## config.mk

```make
export PLATFORM = sky130hd
export DESIGN_NAME = retire_reporter
export DESIGN_NICKNAME = d
export VERILOG_FILES = /design/src/rtl/retire_reporter_pkg.sv /design/src/rtl/retire_classify.sv /design/src/rtl/retire_reporter.sv
export SDC_FILE = /design/constraint.sdc
export NUM_CORES = 1
export LEC_CHECK = 0
export ABC_AREA = 1
export BUFFER_PORTS_ARGS = -buffer_cell sky130_fd_sc_hd__buf_4
export CORE_MARGIN = 10
export CORE_UTILIZATION = 45
export DETAILED_ROUTE_END_ITERATION = 6
export MAX_ROUTING_LAYER = met4
export PLACE_DENSITY = 0.82
export SLEW_MARGIN = 20
export SYNTH_ARGS = -nofsm -noshare
export SYNTH_HDL_FRONTEND = slang
export SYNTH_SLANG_ARGS = --single-unit
```

## constraint.sdc

```tcl
create_clock -name CLK -period 2.7 [get_ports CLK]
set_input_delay 0.54 -clock CLK [delete_from_list [all_inputs] [get_ports CLK]]
set_output_delay 0.54 -clock CLK [all_outputs]
set_load 0.02 [all_outputs]
```

## src/rtl/retire_reporter_pkg.sv

```systemverilog
// -----------------------------------------------------------------------------
// retire_reporter_pkg
// Shared RISC-V constants for the retire reporter: major opcodes used for
// retire classification, the halt-detector state encoding, and a small
// opcode-extraction helper.
// -----------------------------------------------------------------------------
package retire_reporter_pkg;

  // RV32I major opcodes (instruction bits [6:0])
  localparam logic [6:0] OP_BRANCH = 7'b1100011;
  localparam logic [6:0] OP_STORE  = 7'b0100011;

  // Halt-pair detector states
  typedef enum logic [1:0] {
    ST_IDLE   = 2'd0,
    ST_SEEN0  = 2'd1,
    ST_HALTED = 2'd2
  } halt_state_t;

  // Retire classification result
  typedef struct packed {
    logic is_branch;
    logic is_store;
    logic is_other;
  } retire_class_t;

  function automatic logic [6:0] get_opcode(input logic [31:0] inst);
    return inst[6:0];
  endfunction

endpackage

```

## src/rtl/retire_classify.sv

```systemverilog
// -----------------------------------------------------------------------------
// retire_classify
// Combinational decode of a retiring instruction word into branch / store /
// other. Exactly one of the three outputs is high for any input.
//
// Ports:
//   i_inst      in  32  instruction word of the retiring instruction
//   o_is_branch out  1  opcode is BRANCH
//   o_is_store  out  1  opcode is STORE
//   o_is_other  out  1  any other opcode
// -----------------------------------------------------------------------------
module retire_classify
  import retire_reporter_pkg::*;
(
  input  logic [31:0] i_inst,
  output logic        o_is_branch,
  output logic        o_is_store,
  output logic        o_is_other
);

  logic [6:0]    w_opcode;
  retire_class_t w_class;

  assign w_opcode = get_opcode(i_inst);

  always_comb begin
    w_class = '0;
    if (w_opcode == OP_BRANCH) begin
      w_class.is_branch = 1'b1;
    end else if (w_opcode == OP_STORE) begin
      w_class.is_store = 1'b1;
    end else begin
      w_class.is_other = 1'b1;
    end
  end

  assign o_is_branch = w_class.is_branch;
  assign o_is_store  = w_class.is_store;
  assign o_is_other  = w_class.is_other;

endmodule

```

## src/rtl/retire_reporter.sv

```systemverilog
// -----------------------------------------------------------------------------
// retire_reporter
// Observes the retire stream of a RISC-V core, counts retired instructions,
// reports the result value of the last reporting instruction, and detects the
// program-termination pair (HALT_INST0 followed by HALT_INST1, gaps allowed).
// After the pair retires, HALT sticks high and counter/report freeze until
// reset. All outputs are registered (1-cycle latency from the retire edge).
//
// Parameters:
//   HALT_INST0  first word of the halt pair  (addi x1,x0,12)
//   HALT_INST1  second word of the halt pair (jalr x0,0(x1))
//
// Ports:
//   CLK              in   1  clock, rising edge
//   RSTn             in   1  asynchronous active-low reset
//   RETIRE           in   1  one instruction retires this cycle
//   RETIRE_INST      in  32  retiring instruction word
//   RETIRE_RF_WE     in   1  retiring instruction writes the register file
//   RETIRE_RF_WD     in  32  register-file write data
//   RETIRE_BR_TAKEN  in   1  branch outcome
//   RETIRE_ST_ADDR   in  12  store byte address
//   NUM_INST         out 32  retired-instruction count (wraps)
//   OUTPUT_PORT      out 32  result value of the last reporting instruction
//   HALT             out  1  sticky program-termination flag
// -----------------------------------------------------------------------------
module retire_reporter
  import retire_reporter_pkg::*;
#(
  parameter logic [31:0] HALT_INST0 = 32'h00c00093,
  parameter logic [31:0] HALT_INST1 = 32'h00008067
) (
  input  logic        CLK,
  input  logic        RSTn,
  input  logic        RETIRE,
  input  logic [31:0] RETIRE_INST,
  input  logic        RETIRE_RF_WE,
  input  logic [31:0] RETIRE_RF_WD,
  input  logic        RETIRE_BR_TAKEN,
  input  logic [11:0] RETIRE_ST_ADDR,
  output logic [31:0] NUM_INST,
  output logic [31:0] OUTPUT_PORT,
  output logic        HALT
);

  halt_state_t r_state;
  halt_state_t w_state_next;
  logic [31:0] r_num_inst;
  logic [31:0] w_num_next;
  logic [31:0] r_output;
  logic [31:0] w_output_next;
  logic        r_halt;

  logic w_is_branch;
  logic w_is_store;
  logic w_is_other;
  logic w_accept;

  retire_classify u_classify (
    .i_inst      (RETIRE_INST),
    .o_is_branch (w_is_branch),
    .o_is_store  (w_is_store),
    .o_is_other  (w_is_other)
  );

  // Once halted, retires are ignored entirely.
  assign w_accept = RETIRE && (r_state != ST_HALTED);

  // Halt detector next state
  always_comb begin
    w_state_next = r_state;
    if (w_accept) begin
      case (r_state)
        ST_IDLE: begin
          if (RETIRE_INST == HALT_INST0) begin
            w_state_next = ST_SEEN0;
          end
        end
        ST_SEEN0: begin
          // HALT_INST1 is tested first so the pair completes even if the
          // two words happen to be configured equal.
          if (RETIRE_INST == HALT_INST1) begin
            w_state_next = ST_HALTED;
          end else if (RETIRE_INST == HALT_INST0) begin
            w_state_next = ST_SEEN0;
          end else begin
            w_state_next = ST_IDLE;
          end
        end
        default: w_state_next = r_state;
      endcase
    end
  end

  // Counter and report next values; the retire that completes the halt pair
  // is still counted and reported.
  always_comb begin
    w_num_next    = r_num_inst;
    w_output_next = r_output;
    if (w_accept) begin
      w_num_next = r_num_inst + 32'd1;
      if (w_is_branch) begin
        w_output_next = {31'b0, RETIRE_BR_TAKEN};
      end else if (w_is_store) begin
        w_output_next = {20'b0, RETIRE_ST_ADDR};
      end else if (w_is_other && RETIRE_RF_WE) begin
        w_output_next = RETIRE_RF_WD;
      end
    end
  end

  always_ff @(posedge CLK or negedge RSTn) begin
    if (!RSTn) begin
      r_state    <= ST_IDLE;
      r_num_inst <= 32'd0;
      r_output   <= 32'd0;
      r_halt     <= 1'b0;
    end else begin
      r_state    <= w_state_next;
      r_num_inst <= w_num_next;
      r_output   <= w_output_next;
      r_halt     <= (w_state_next == ST_HALTED);
    end
  end

  assign NUM_INST    = r_num_inst;
  assign OUTPUT_PORT = r_output;
  assign HALT        = r_halt;

endmodule

```

# Word-level counts from Yosys, hierarchy flattened
# Index checks and enable logic that the tools add are counted.
[classes] addsub=1 n_reduce_logical=5 n_eq_ne=7 muxes=12
[ops] cell="two-way mux 32 bit" count=3
[ops] cell="adder 32 x 1 -> 32 bit, second input constant" count=1
[ops] cell="== test 32 x 16 -> 1 bit, second input constant" count=1
[ops] cell="== test 32 x 24 -> 1 bit, second input constant" count=1
[ops] cell="two-way mux 2 bit" count=4
[ops] cell="== test 7 x 6 -> 1 bit, second input constant" count=1
[ops] cell="== test 7 bit, second input constant" count=1
[ops] cell="two-way mux 1 bit" count=4
[ops] cell="one-hot mux 2 bit (2 select lines)" count=1
[ops] cell="nonzero test 3 bit" count=1
[ops] cell="== test 2 x 1 -> 1 bit, second input constant" count=1
[ops] cell="== test 2 bit, second input constant" count=1
[ops] cell="logical AND 1 bit" count=2
[ops] cell="logical NOT 2 bit" count=1
[ops] cell="inequality test 2 bit, second input constant" count=1
[ops] cell="AND reduction 2 bit" count=1
[word_totals] out_inout_bits=65 elab_cells=29 in_bits=81 register_bits=67

# Longest topological paths before layout
[depth] ltp_word=7 depth_mapped=10 depth_no_buf=10

# Cells and area by module
# Synthesis repeated with hierarchy kept, for this count alone.
[hier_totals] hier_cells=510 hier_area_um2=3739.8
[modules_own_cells] mod="retire_reporter" seq_area_each_um2=1676.6 n_inst=1 cells_each=497 area_per_inst_um2=3684.8
[modules_own_cells] mod="retire_classify" seq_area_each_um2=0.0 n_inst=1 cells_each=13 area_per_inst_um2=55.1

# Worst setup path before layout
# No wires, ideal clock.
[synth_timing] path_type="reg2reg" startpoint="register r_num_inst[1], in the netlist NUM_INST[1]" endpoint="register r_num_inst[24], in the netlist NUM_INST[24]" arrival_ns=1.456 setup_time_ns=0.113 n_path_buf=0 stages_incl_launch_ff=11 synth_period_minus_slack_ns=1.568 path_slack_ns=1.132 required_time_ns=2.587 path_cell_list="dfrtp_1 > ha_1 > inv_1 > nor2_2 > nand2_1 > nor2_2 > nand2_2 > nor2_1 > nand2_1 > nand2_1 > inv_1"
[synth_between] elab_chain_cells=1
[synth_lines] element="start, declared" line="retire_reporter.sv:47" text="logic [31:0] r_num_inst;"
[synth_lines] element="start signal, assigned" line="retire_reporter.sv:119" text="r_num_inst <= w_num_next;"
[synth_lines] element="adder 32 x 1 -> 32 bit" line="retire_reporter.sv:100" text="w_num_next = r_num_inst + 32'd1;"
# No other way between the ends.
# A chain may end at the register's enable or synchronous reset.

# Worst setup path after layout
[layout_timing] startpoint="register r_state[0]" endpoint="register r_output[1], in the netlist OUTPUT_PORT[1]"
[layout_between] elab_chain_cells=3
[layout_lines] element="start, declared" line="retire_reporter.sv:45" text="halt_state_t r_state;"
[layout_lines] element="start signal, assigned" line="retire_reporter.sv:118" text="r_state <= w_state_next;"
[layout_lines] element="inequality test 2 bit" line="retire_reporter.sv:66" text="assign w_accept = RETIRE && (r_state != ST_HALTED);"
[layout_lines] element="logical AND 1 bit" line="retire_reporter.sv:66"
[layout_lines] element="AND reduction 2 bit (no line)"
[layout_lines] element="end signal, assigned" line="retire_reporter.sv:120" text="r_output <= w_output_next;"
[layout_lines] element="end, declared" line="retire_reporter.sv:49" text="logic [31:0] r_output;"
# No other way between the ends.

==> qor.txt <==
outcome -> completed
final worst slack -> 0.8604 ns
routed wire length -> 10860 µm
Total Routing Usage GR -> 18.28%
Final setup violation count -> 0
FP Rows -> 33
RSZ-0062 raised after global routing -> false
I/O pin count -> 146
chip width -> 110.7 µm
Post-CTS Resized -> 0
CP delay by family, top -> compound AO/OA/AOI/OAI gates
area growth from synthesis to layout -> 37.23%
Slew HR -> 43.39%
Worst Reg-to-Reg Cells -> 6
Leakage -> 2.716 nW
mapped cell area -> 3700 µm²
Nets -> 750
worst-path fanout max -> 15
Vert. Die Dim -> 110.7 µm
Placeable Area -> 8093 µm²
vias -> 3737
Max IR drop VDD -> 329.2 µV
initial antenna violation count -> 0
CTS Root Cell -> clkbuf_8
Synth Instances -> 522
Setup TNS -> 0 ns
Critical Path Sink Type -> register
syn_nets -> 604
Yosys reg bits -> 67
drt pass-1 iters -> 4
post-detail-place hpwl -> 8661 µm
Tmin final -> 1.840 ns
top-count cell post-synth -> nand2_1
CTS tree -> done
CP bufs+invs -> 1
Initial Utilization -> 45.72%
H-tree levels -> 3
FILL cells -> 702
cells along the critical path -> inv_2, a21oi_4, o21ai_4, nor2_1, o21ai_0, nand2_1
period utilisation layout -> 68.13%
PortBufs -> 145
top cell type by total area after synthesis -> dfrtp_1
CP Class -> reg2reg
Skew-Pair Late Insertion Delay -> 0.34 ns
max incr delay on CP -> 0.53 ns
WP data required -> 2.98 ns
Min-Delay Path Class -> in2async
Levels on crit path -> 6
yosys warns -> 0
cell at the slowest stage of the critical path -> nor2_1
ys flop type -> dfrtp_1
clk slew on worst S/H paths -> 0.08 ns
crit path launch type -> register
Max Clock Freq -> 543.6 MHz
Least-Margin Pin Slew -> 0.8492 ns
DR iter-0 viols -> 145
DRC Markers -> 0
Post-DRT Antenna Nets -> 0
largest net degree at the start of global routing -> 68
Place WS -> 0.6415 ns
Mapped Avg Cell Area -> 7.088 µm²
Power Dens Cells -> 412.6 nW/µm²
CTS Buffer Depth -> 2
TritonCTS Buffers -> 9
first-pass GRT wire length -> 18340 µm
postcts setup bufs -> 0
Post-synth EDFFs -> 0
number of distinct library cells after synthesis -> 28
Die ar. -> 12250 µm²
Post-synth ARST share -> 100.0%
max-slew violation count -> 0
clock sink count -> 67
sequential fraction of the synthesis area -> 45.32%
RD Place Congestion -> 0.8724
MaxCap Viol Count -> 0
Avg Vias per Cell -> 4.803
WL/cell -> 13.96 µm
post-synth top area share -> 45.32%
GRT overflow -> 0
hold buffer count at CTS -> 0
Hold Fails Final Rpt -> 0
share of post-route cells with drive strength above 1 -> 27.49%
Area contributors post-synth -> dfrtp_1, nand2_1, nor2_1
vias in the first global route -> 3920
Fin Clk Skew -> 0.006491 ns
Critical Path AT -> 2.12 ns
list of most frequent post-synthesis cells -> nand2_1, nor2_1, dfrtp_1
Antenna Cells -> 0
==> cell type report <==
cell class,count,area (µm²),share of cell area [%]
well taps,105,131.4,2.587
flip-flops and latches,67,1677,33.02
inverters,52,195.2,3.844
multi-input cells,391,1777,34.99
clock inverters,6,66.31,1.306
repair buffers,147,1104,21.73
clock buffers,10,127.6,2.514
==> cells by family (layout without fill, tap and decap cells) <==
logic type	Yosys count	after routing	synth area share, %
AO/OA/AOI/OAI	37	37	5.580
XOR/XNOR	17	17	4.025
adder cells (fa/ha/maj)	1	1	0.3381
buffers and inverters	64	215	6.865
flip-flops	67	67	45.32
AND/OR/NAND/NOR	336	336	37.88
==> where the power goes <==
group / switching, mW / total (mW) / leakage, nW / internal [mW]
Sequential: 0.0116 / 1.03 / 0.904 / 1.02
Clock: 0.414 / 0.841 / 0.0885 / 0.427
Combinational: 0.102 / 0.221 / 1.72 / 0.118
Total: 0.528 / 2.09 / 2.72 / 1.57
==> sequential cells by signal, summed over array words and instances (netlist names) <==
signal       count
r_state          2
NUM_INST        32
HALT             1
OUTPUT_PORT     32
==> through the flow <==
| step | hold slack, ns | power (mW) | area [µm²] | instances | util (%) |
|---|---|---|---|---|---|
| floorplan | 0.2444 | 1.122 | 3700 | 522 | - |
| global placement | 0.4669 | 1.272 | 4883 | 762 | 60.34 |
| detailed placement | 0.4711 | 1.278 | 4883 | 762 | 60.34 |
| CTS | 0.3268 | 2.106 | 5077 | 778 | 62.74 |
| global route | 0.3577 | 2.180 | 5077 | 778 | 62.74 |
| finish | 0.2852 | 2.095 | 5077 | 778 | 62.74 |
==> cell usage in the layout, fill, tap and decap left out, drive strengths merged, types with 2 or more instances in the layout <==
master    count
a21oi         2
nor2        100
nor3          2
nand4         5
clkbuf       10
inv          52
nand2       206
clkinv        2
xnor2         9
dfrtp        67
xor2          8
nand3b       13
buf         147
o21ai        34
clkinvlp      3
nand3         7
==> path summary, 6_finish.rpt <==
check / startpoint / slack, ns / to
max in group asynchronous: RSTn / 1.84 / OUTPUT_PORT[20]
min: RSTn / 0.29 / NUM_INST[9]
min in group CLK: RETIRE_RF_WD[16] / 0.46 / OUTPUT_PORT[16]
max reg2reg: r_state[0] / 0.86 / OUTPUT_PORT[1]
max: r_state[0] / 0.86 / OUTPUT_PORT[1]
min reg2reg: OUTPUT_PORT[8] / 0.49 / OUTPUT_PORT[8]
==> layer usage <==
layer  up-vias  part of all wire (%)  track usage, %
met5         -                     0               -
met4         0                   1.6           6.337
met3        14                   8.5           6.494
met2       129                    49           30.62
met1      1713                    41           19.65
li1       1881                     -               -
Note: power is estimated with default switching activity, not from simulation.
